### config.mk
export PLATFORM = sky130hd
export DESIGN_NAME = video_timing_gen_flat
export DESIGN_NICKNAME = d
export VERILOG_FILES = /design/src/rtl/video_timing_pkg.sv /design/src/rtl/video_timing_if.sv /design/src/rtl/video_pattern_gen.sv /design/src/rtl/video_timing_gen.sv /design/src/flat_wrapper.sv
export SDC_FILE = /design/constraint.sdc
export NUM_CORES = 1
export LEC_CHECK = 0
export ABC_CLOCK_PERIOD_IN_PS = 4300
export BUFFER_PORTS_ARGS = -buffer_cell sky130_fd_sc_hd__buf_2
export CORE_ASPECT_RATIO = 0.5
export CORE_MARGIN = 3
export CORE_UTILIZATION = 46
export CTS_BUF_LIST = sky130_fd_sc_hd__clkbuf_8
export DETAILED_ROUTE_END_ITERATION = 8
export PLACE_DENSITY = 0.64
export SLEW_MARGIN = 20
export SYNTH_ARGS = -nofsm -noshare
export SYNTH_HDL_FRONTEND = slang
export SYNTH_SLANG_ARGS = --single-unit
### constraint.sdc
create_clock -name pix_clk -period 4.3 [get_ports pix_clk]
set_clock_uncertainty 0.05 [all_clocks]
set_input_delay 0.215 -clock pix_clk [delete_from_list [all_inputs] [get_ports pix_clk]]
set_output_delay 0.215 -clock pix_clk [all_outputs]
set_load 0.01 [all_outputs]
### src/rtl/video_timing_pkg.sv
// rtl/video_timing_pkg.sv - shared constants, pattern enum and colour-bar table for the raster generator
package video_timing_pkg;

    localparam int unsigned DEF_H_ACTIVE = 640;
    localparam int unsigned DEF_H_FP     = 16;
    localparam int unsigned DEF_H_SYNC   = 96;
    localparam int unsigned DEF_H_BP     = 48;
    localparam int unsigned DEF_V_ACTIVE = 480;
    localparam int unsigned DEF_V_FP     = 10;
    localparam int unsigned DEF_V_SYNC   = 2;
    localparam int unsigned DEF_V_BP     = 33;
    localparam int unsigned CNT_LIMIT    = 4096;

    typedef enum logic [1:0] {
        PAT_BARS     = 2'b00,
        PAT_CHECKER  = 2'b01,
        PAT_GRADIENT = 2'b10,
        PAT_SOLID    = 2'b11
    } pattern_e;

    localparam logic [23:0] RGB_WHITE   = 24'hFFFFFF;
    localparam logic [23:0] RGB_YELLOW  = 24'hFFFF00;
    localparam logic [23:0] RGB_CYAN    = 24'h00FFFF;
    localparam logic [23:0] RGB_GREEN   = 24'h00FF00;
    localparam logic [23:0] RGB_MAGENTA = 24'hFF00FF;
    localparam logic [23:0] RGB_RED     = 24'hFF0000;
    localparam logic [23:0] RGB_BLUE    = 24'h0000FF;
    localparam logic [23:0] RGB_BLACK   = 24'h000000;

    function automatic logic [23:0] bar_rgb(input logic [2:0] idx);
        logic [23:0] rgb;
        rgb = RGB_BLACK;
        case (idx)
            3'd0: rgb = RGB_WHITE;
            3'd1: rgb = RGB_YELLOW;
            3'd2: rgb = RGB_CYAN;
            3'd3: rgb = RGB_GREEN;
            3'd4: rgb = RGB_MAGENTA;
            3'd5: rgb = RGB_RED;
            3'd6: rgb = RGB_BLUE;
            default: rgb = RGB_BLACK;
        endcase
        return rgb;
    endfunction

endpackage

### src/rtl/video_timing_if.sv
// rtl/video_timing_if.sv - control inputs and raster/pixel outputs of the timing generator
interface video_timing_if;
    logic        en;
    logic [1:0]  pattern_sel;
    logic        de;
    logic        hsync;
    logic        vsync;
    logic [7:0]  red;
    logic [7:0]  green;
    logic [7:0]  blue;
    logic [11:0] x;
    logic [11:0] y;
    logic        frame_start;

    modport master (
        input  en, pattern_sel,
        output de, hsync, vsync, red, green, blue, x, y, frame_start
    );

    modport slave (
        output en, pattern_sel,
        input  de, hsync, vsync, red, green, blue, x, y, frame_start
    );
endinterface

### src/rtl/video_pattern_gen.sv
// rtl/video_pattern_gen.sv - combinational test-pattern source mapping (pattern, x, y) to RGB
module video_pattern_gen
    import video_timing_pkg::*;
#(
    parameter int unsigned H_ACTIVE = DEF_H_ACTIVE
) (
    input  pattern_e    i_pat,
    input  logic [11:0] i_x,
    input  logic [7:0]  i_y,
    output logic [23:0] o_rgb
);

    localparam logic [11:0] BAR_W = 12'(H_ACTIVE / 8);

    logic [11:0] w_bar_idx;
    logic [2:0]  w_bar;

    // Columns past the eighth full bar (division remainder) stay in the last bar.
    assign w_bar_idx = i_x / BAR_W;
    assign w_bar     = (w_bar_idx > 12'd7) ? 3'd7 : w_bar_idx[2:0];

    always_comb begin
        o_rgb = RGB_BLACK;
        case (i_pat)
            PAT_BARS:     o_rgb = bar_rgb(w_bar);
            PAT_CHECKER:  o_rgb = (i_x[5] ^ i_y[5]) ? RGB_WHITE : RGB_BLACK;
            PAT_GRADIENT: o_rgb = {i_x[7:0], i_y, i_x[7:0] ^ i_y};
            PAT_SOLID:    o_rgb = RGB_WHITE;
            default:      o_rgb = RGB_BLACK;
        endcase
    end

endmodule

### src/rtl/video_timing_gen.sv
// rtl/video_timing_gen.sv - free-running raster counters with registered sync, data-enable, colour and coordinates
module video_timing_gen
    import video_timing_pkg::*;
#(
    parameter int unsigned H_ACTIVE  = DEF_H_ACTIVE,
    parameter int unsigned H_FP      = DEF_H_FP,
    parameter int unsigned H_SYNC    = DEF_H_SYNC,
    parameter int unsigned H_BP      = DEF_H_BP,
    parameter int unsigned V_ACTIVE  = DEF_V_ACTIVE,
    parameter int unsigned V_FP      = DEF_V_FP,
    parameter int unsigned V_SYNC    = DEF_V_SYNC,
    parameter int unsigned V_BP      = DEF_V_BP,
    parameter logic        HSYNC_POL = 1'b0,
    parameter logic        VSYNC_POL = 1'b0
) (
    input  logic           pix_clk,
    input  logic           rst_n,
    video_timing_if.master vif
);

    localparam int unsigned H_TOTAL = H_ACTIVE + H_FP + H_SYNC + H_BP;
    localparam int unsigned V_TOTAL = V_ACTIVE + V_FP + V_SYNC + V_BP;

    generate
        if (H_TOTAL > CNT_LIMIT || V_TOTAL > CNT_LIMIT || H_ACTIVE < 8) begin : g_bad_timing
            $error("video_timing_gen: totals must fit 12-bit counters and H_ACTIVE must be >= 8");
        end
    endgenerate

    localparam logic [11:0] H_LAST   = 12'(H_TOTAL - 1);
    localparam logic [11:0] V_LAST   = 12'(V_TOTAL - 1);
    localparam logic [12:0] H_ACT13  = 13'(H_ACTIVE);
    localparam logic [12:0] V_ACT13  = 13'(V_ACTIVE);
    localparam logic [12:0] HS_START = 13'(H_ACTIVE + H_FP);
    localparam logic [12:0] HS_END   = 13'(H_ACTIVE + H_FP + H_SYNC);
    localparam logic [12:0] VS_START = 13'(V_ACTIVE + V_FP);
    localparam logic [12:0] VS_END   = 13'(V_ACTIVE + V_FP + V_SYNC);

    logic [11:0] r_h_cnt, r_v_cnt;
    pattern_e    r_pat;
    logic        r_de, r_hsync, r_vsync, r_frame_start;
    logic [23:0] r_rgb;
    logic [11:0] r_x, r_y;

    logic [12:0] w_h, w_v;
    logic        w_h_wrap, w_v_wrap, w_origin, w_active, w_hs_on, w_vs_on;
    pattern_e    w_pat;
    logic [23:0] w_rgb;

    assign w_h      = {1'b0, r_h_cnt};
    assign w_v      = {1'b0, r_v_cnt};
    assign w_h_wrap = (r_h_cnt == H_LAST);
    assign w_v_wrap = (r_v_cnt == V_LAST);
    assign w_origin = (r_h_cnt == 12'd0) && (r_v_cnt == 12'd0);
    assign w_active = (w_h < H_ACT13) && (w_v < V_ACT13);
    assign w_hs_on  = (w_h >= HS_START) && (w_h < HS_END);
    assign w_vs_on  = (w_v >= VS_START) && (w_v < VS_END);

    // The origin pixel already uses the freshly sampled selection, so a new pattern starts exactly at frame start.
    assign w_pat = w_origin ? pattern_e'(vif.pattern_sel) : r_pat;

    video_pattern_gen #(
        .H_ACTIVE (H_ACTIVE)
    ) u_pattern (
        .i_pat (w_pat),
        .i_x   (r_h_cnt),
        .i_y   (r_v_cnt[7:0]),
        .o_rgb (w_rgb)
    );

    always_ff @(posedge pix_clk) begin
        if (!rst_n) begin
            r_h_cnt       <= '0;
            r_v_cnt       <= '0;
            r_pat         <= PAT_BARS;
            r_de          <= 1'b0;
            r_hsync       <= ~HSYNC_POL;
            r_vsync       <= ~VSYNC_POL;
            r_rgb         <= '0;
            r_x           <= '0;
            r_y           <= '0;
            r_frame_start <= 1'b0;
        end else if (vif.en) begin
            r_h_cnt <= w_h_wrap ? 12'd0 : r_h_cnt + 12'd1;
            if (w_h_wrap) begin
                r_v_cnt <= w_v_wrap ? 12'd0 : r_v_cnt + 12'd1;
            end
            if (w_origin) begin
                r_pat <= w_pat;
            end
            r_de          <= w_active;
            r_hsync       <= w_hs_on ? HSYNC_POL : ~HSYNC_POL;
            r_vsync       <= w_vs_on ? VSYNC_POL : ~VSYNC_POL;
            r_rgb         <= w_active ? w_rgb : 24'd0;
            r_x           <= r_h_cnt;
            r_y           <= r_v_cnt;
            r_frame_start <= w_origin;
        end else begin
            r_frame_start <= 1'b0;
        end
    end

    assign vif.de          = r_de;
    assign vif.hsync       = r_hsync;
    assign vif.vsync       = r_vsync;
    assign vif.red         = r_rgb[23:16];
    assign vif.green       = r_rgb[15:8];
    assign vif.blue        = r_rgb[7:0];
    assign vif.x           = r_x;
    assign vif.y           = r_y;
    assign vif.frame_start = r_frame_start;

endmodule

### src/flat_wrapper.sv
// flat-port wrapper written by rule: the top's interface ports become plain ports
module video_timing_gen_flat import video_timing_pkg::*;
#(
    parameter int unsigned H_ACTIVE  = DEF_H_ACTIVE,
    parameter int unsigned H_FP      = DEF_H_FP,
    parameter int unsigned H_SYNC    = DEF_H_SYNC,
    parameter int unsigned H_BP      = DEF_H_BP,
    parameter int unsigned V_ACTIVE  = DEF_V_ACTIVE,
    parameter int unsigned V_FP      = DEF_V_FP,
    parameter int unsigned V_SYNC    = DEF_V_SYNC,
    parameter int unsigned V_BP      = DEF_V_BP,
    parameter logic        HSYNC_POL = 1'b0,
    parameter logic        VSYNC_POL = 1'b0
)
  (pix_clk, rst_n, vif_en, vif_pattern_sel, vif_de, vif_hsync, vif_vsync, vif_red, vif_green, vif_blue, vif_x, vif_y, vif_frame_start);
  video_timing_if vif_i ();
  input  logic pix_clk;
  input  logic rst_n;
  input wire logic [$bits(vif_i.en)-1:0] vif_en;
  input wire logic [$bits(vif_i.pattern_sel)-1:0] vif_pattern_sel;
  output wire logic [$bits(vif_i.de)-1:0] vif_de;
  output wire logic [$bits(vif_i.hsync)-1:0] vif_hsync;
  output wire logic [$bits(vif_i.vsync)-1:0] vif_vsync;
  output wire logic [$bits(vif_i.red)-1:0] vif_red;
  output wire logic [$bits(vif_i.green)-1:0] vif_green;
  output wire logic [$bits(vif_i.blue)-1:0] vif_blue;
  output wire logic [$bits(vif_i.x)-1:0] vif_x;
  output wire logic [$bits(vif_i.y)-1:0] vif_y;
  output wire logic [$bits(vif_i.frame_start)-1:0] vif_frame_start;
  assign vif_i.en = vif_en;
  assign vif_i.pattern_sel = vif_pattern_sel;
  assign vif_de = vif_i.de;
  assign vif_hsync = vif_i.hsync;
  assign vif_vsync = vif_i.vsync;
  assign vif_red = vif_i.red;
  assign vif_green = vif_i.green;
  assign vif_blue = vif_i.blue;
  assign vif_x = vif_i.x;
  assign vif_y = vif_i.y;
  assign vif_frame_start = vif_i.frame_start;
  video_timing_gen #(.H_ACTIVE(H_ACTIVE), .H_FP(H_FP), .H_SYNC(H_SYNC), .H_BP(H_BP), .V_ACTIVE(V_ACTIVE), .V_FP(V_FP), .V_SYNC(V_SYNC), .V_BP(V_BP), .HSYNC_POL(HSYNC_POL), .VSYNC_POL(VSYNC_POL)) u_core (.pix_clk(pix_clk), .rst_n(rst_n), .vif(vif_i));
endmodule
# ---- Word level (Yosys, flattened, before mapping)
# Index checks and enable logic that the tools add are counted.
dict set report totals {
  regBits 78
  in_bits 5
  out_inout_bits 52
  elab_cells 54
}
dict set report classes {
  n_addsub 2
  div_mod_pow 1
  order_cmp 7
  n_eq_ne 11
  mux 10
  n_bitwise 2
  reduce_logical 11
}
# cell count
set op_table {}
lappend op_table {{case mux 24 bit (7 select lines)} 1}
lappend op_table {{case mux 24 bit (4 select lines)} 1}
lappend op_table {{2-to-1 mux 24 bit} 2}
lappend op_table {{adder 12 x 1 -> 12 bit (second input constant)} 2}
lappend op_table {{equality test 12 x 10 -> 1 bit (second input constant)} 2}
lappend op_table {{zero test 12 bit} 2}
lappend op_table {{less-than comparator 12 x 10 -> 1 bit (second input constant)} 2}
lappend op_table {{less-than comparator 12 x 9 -> 1 bit (second input constant)} 2}
lappend op_table {{2-to-1 mux 12 bit} 2}
lappend op_table {{divider 12 x 7 -> 12 bit (second input constant)} 1}
lappend op_table {{>= comparator 12 x 10 -> 1 bit (second input constant)} 1}
lappend op_table {{>= comparator 12 x 9 -> 1 bit (second input constant)} 1}
lappend op_table {{greater-than comparator 12 x 3 -> 1 bit (second input constant)} 1}
lappend op_table {{equality test 3 bit (second input constant)} 3}
lappend op_table {{XOR 8 bit} 1}
lappend op_table {{equality test 3 x 2 -> 1 bit (second input constant)} 2}
lappend op_table {{AND reduction 2 bit} 3}
lappend op_table {{equality test 2 bit (second input constant)} 2}
lappend op_table {{logical AND 1 bit} 4}
lappend op_table {{equality test 3 x 1 -> 1 bit (second input constant)} 1}
lappend op_table {{zero test 3 bit} 1}
lappend op_table {{2-to-1 mux 3 bit} 1}
lappend op_table {{equality test 2 x 1 -> 1 bit (second input constant)} 1}
lappend op_table {{zero test 2 bit} 1}
lappend op_table {{other kinds (3)} 4}

# ---- Depth between registers and ports, before layout
dict set report depth {
  depth_word 7
  mapped_depth 10
}

# ---- Cells and area by module
# From an unflattened synthesis, not the netlist that was laid out.
dict set report unflattened {
  cells_unflattened 546
  hier_area_um2 4473.0
}
# module n_inst cells_per_inst area_per_inst_um2 seq_area_each_um2
set by_module_without_submodules {}
lappend by_module_without_submodules {video_timing_gen 1 382 3435.8 1561.5}
lappend by_module_without_submodules {video_pattern_gen 1 164 1037.2 0.0}

# ---- Worst setup path before layout
# OpenSTA, ideal clock, no wires.
dict set report synth_timing {
  path_type {reg2reg}
  start {register u_core.r_h_cnt[10]}
  end {register u_core.r_rgb[0]}
  arrival_ps 2847
  slack_ps 1343
  path_stages_with_launch 10
  path_buffers 2
  cell_sequence {dfxtp_1 -> buf_2 -> or4_1 -> or2_1 -> clkbuf_1 -> nor3_2 -> mux2_2 -> a311o_1 -> o31ai_4 -> a22o_1}
}
dict set report synth_via {
  elab_chain_len 7
  elab_cells_between_ends 22
  cone_classes {div: 1; order compare: 2; eq/ne: 9; mux: 5; reduce/logical: 5}
}
# element line_no
set synth_lines {}
lappend synth_lines {{start: declaration} video_timing_gen.sv:39} ;# logic [11:0] r_h_cnt, r_v_cnt;
lappend synth_lines {{start signal: assignment} video_timing_gen.sv:84} ;# r_h_cnt <= w_h_wrap ? 12'd0 : r_h_cnt + 12'd1;
lappend synth_lines {{divider 12 x 7 -> 12 bit} video_pattern_gen.sv:19} ;# assign w_bar_idx = i_x / BAR_W;
lappend synth_lines {{greater-than comparator 12 x 3 -> 1 bit} video_pattern_gen.sv:20} ;# assign w_bar = (w_bar_idx > 12'd7) ? 3'd7 : w_bar_idx[2:0];
lappend synth_lines {{2-to-1 mux 3 bit} video_pattern_gen.sv:20}
lappend synth_lines {{equality test 3 bit (tied with other cells)} video_timing_pkg.sv:33} ;# case (idx)
lappend synth_lines {{case mux 24 bit (7 select lines)} video_timing_pkg.sv:33}
lappend synth_lines {{case mux 24 bit (4 select lines)} video_pattern_gen.sv:24} ;# case (i_pat)
lappend synth_lines {{2-to-1 mux 24 bit *} video_timing_gen.sv:94} ;# r_rgb <= w_active ? w_rgb : 24'd0;
lappend synth_lines {{end signal: assignment} video_timing_gen.sv:94}
lappend synth_lines {{end: declaration} video_timing_gen.sv:42} ;# logic [23:0] r_rgb;
# Mark *: on every way between the ends. The rest lies on a longest branch, timed or not.
# A chain may end at the register's enable or synchronous reset.

# ---- Worst setup path after layout
dict set report layout_timing {
  start {register u_core.r_h_cnt[6]}
  end {register u_core.r_rgb[6]}
}
# The elaborated chain is that of the path after synthesis.

==> flow_metrics.tcl <==
set metrics [dict create \
    critical_path_class "reg -> reg" \
    die_width_um 137 \
    post_drt_wl_per_cell_um 16.3 \
    netlist_top_cells_count "dfxtp_1, nor2_1, clkbuf_1, nand2_1, a21oi_1" \
    cts_num_sinks 78 \
    p_leak_nw 1.83 \
    dpl.hpwl_mm 6.89 \
    power_density_nw_per_um2 335 \
    worstPathRequired_ns 4.54 \
    yosysMostFrequentCell "dfxtp_1" \
    synthCells 470 \
    die_height_um 71.4 \
    relSlewSlack_pct 46.7 \
    post-route-util_pct 54.4 \
    synth_cell_type_count 54 \
    path_cells "or4_1, or2_1, nor3_2, mux2_2, a311o_1, o31ai_4, a22o_1" \
    core_area_um2 8140 \
    synth-seq-cells 78 \
    cp_data_arrival_time_ns 3.63 \
    fin_total_pwr_mw 1.48 \
    initial_core_util_pct 48.2 \
    slowest_stage "or4_1" \
    fin_tns_setup_ns 0 \
    tritoncts "built" \
    grt_max_degree 45 \
    ys_warn_count 0 \
    min_period_ns 3.39 \
    synth_fp_nets 479 \
    start_kind "register" \
    grt_pass1_vias 3210 \
    crit_family "simple AND/OR/NAND/NOR gates" \
    synth_top_area_share_pct 39.7 \
    outcome "finished, final reports clean" \
    rows 23 \
    fillers 796 \
    drt-initial-drc-count 320 \
    ctsResizeCount 0 \
    grt_pass1_wl_mm 16.6 \
    drc 0 \
    synth_top_cells_by_area "dfxtp_1, mux2i_1, nor2_1" \
    cts-hold-fix-buffers 0 \
    cts-buffers-inserted 9 \
    vias 3534 \
    synth-edff-count 0 \
    rsz0062_at_grt "no" \
    final_nets 513 \
    cts_setup_buffers 0 \
    port_buffers 56 \
    io_pins 57 \
    syn_to_final_growth_pct 12.7 \
    ys.flop_type "dfxtp_1" \
    netlist_area_um2 3930 \
    ir_worst_vdd_mv 0.138 \
    root_buffer "clkbuf_8" \
    slew_violations 0 \
    crit_path_end_kind "register" \
    layout-drive-gt1-share_pct 17.5 \
    viasPerCell 5.69 \
    drv_cap 0 \
    h-tree-depth 3 \
    hold_violations 0 \
    max_clock_freq_mhz 295 \
    overflow 0 \
    drt_wl_total_mm 10.1 \
    tightest_slew_ns 0.800 \
    fin_crit_sh_pct 78.8 \
    die_area_um2 9750 \
    place_congestion 0.869 \
    synth_largest_area_cell "dfxtp_1" \
    ys_seq_area_share_pct 39.7 \
    avgSynthCellArea_um2 8.36 \
    synthArstFlopShare_pct 0 \
    worstPathBufferInverterCount 0 \
    antenna_left 0 \
    setup_viol 0 \
    first_pass_iters 4 \
    min_path_type "in -> reg" \
    critPathMaxStageDelay_ns 0.62 \
    antenna_found_initial 0 \
    path_clk_slew_ns 0.09 \
    diodes 0 \
    reg2reg_setup_slack_ns 0.91 \
    cts_buffer_depth 2 \
    clock_latency_ns 0.36 \
    worstPathMaxFanout 21 \
    grtUsageTotal_pct 21.7 \
]
==> cells by family (layout without fill, tap and decap cells) <==
kind of cell               after synthesis  count (layout)  share of synthesized area (%)
and+or+nand+nor                        181             181                           23.4
buffers and inverters                   55              94                           5.29
DFF                                     78              78                           39.7
xor gates and xnor gates                26              26                           5.80
muxes                                   30              30                           7.77
adders and majority gates                4               4                           1.27
AOI/OAI and AO/OA                       96              96                           16.7
==> routing by layer <==
layer / track usage (%) / vias up / part of all wire (%)
li1: - / 1722 / -
met1: 31.5 / 1705 / 50
met2: 31.4 / 96 / 43
met3: 6.03 / 11 / 5.8
met4: 6.37 / 0 / 1.3
met5: 0 / - / 0
==> stage by stage <==
step	cell area [um^2]	worst slack, ns	cells	hold WS, ns
finish	4430	0.911	621	0.103
global route	4430	0.691	621	0.0888
CTS	4430	0.931	621	0.0766
detailed placement	4250	0.983	605	0.412
global placement	4250	1.06	605	0.409
floorplan	3930	1.34	470	0.332
==> layout by cell type, fill, tap and decap left out, types with 8 or more instances in the layout <==
| master | netlist | routed |
|---|---|---|
| nor3_1 | 11 | 11 |
| nand3_1 | 8 | 8 |
| nand4_1 | 11 | 11 |
| or3_1 | 9 | 9 |
| dfxtp_1 | 78 | 78 |
| xnor2_1 | 14 | 14 |
| buf_2 | 1 | 56 |
| xor2_1 | 12 | 12 |
| nand2b_1 | 10 | 10 |
| nand2_1 | 31 | 31 |
| inv_1 | 16 | 16 |
| clkbuf_8 | 0 | 10 |
| a21oi_1 | 28 | 28 |
| nor2_1 | 61 | 61 |
| a22o_1 | 8 | 8 |
| mux2i_1 | 26 | 26 |
| nor2b_1 | 11 | 11 |
| o21ai_0 | 20 | 20 |
==> sequential cells by signal (all words and copies together) (netlist names) <==
register	flops
u_core.vif.hsync	1
u_core.vif.frame_start	1
u_core.r_rgb	24
u_core.vif.de	1
u_core.r_pat	2
u_core.r_v_cnt	12
u_core.vif.x	12
u_core.r_h_cnt	12
u_core.vif.y	12
u_core.vif.vsync	1
==> cell type report <==
cell class | instances | area, um^2 | share of cell area, %
multi-input combinational | 337 | 2160 | 48.8
sequential | 78 | 1560 | 35.3
timing repair buffer | 62 | 325 | 7.35
tap | 112 | 140 | 3.16
clock buffer | 10 | 138 | 3.11
inverter | 16 | 60.1 | 1.36
clock inverter | 6 | 43.8 | 0.989
==> power breakdown <==
group	internal, mW	switching [mW]
registers	0.754	0.0193
clock network	0.229	0.297
logic	0.0777	0.105
total	1.06	0.421
==> worst paths after layout <==
kind	start	to	cells past startpoint
max	u_core.r_h_cnt[6]	u_core.r_rgb[6]	7
min	rst_n	u_core.vif.vsync	2
max reg2reg	u_core.r_h_cnt[6]	u_core.r_rgb[6]	7
min reg2reg	u_core.r_rgb[12]	u_core.r_rgb[12]	2
Power figures use the tool's default switching activity.
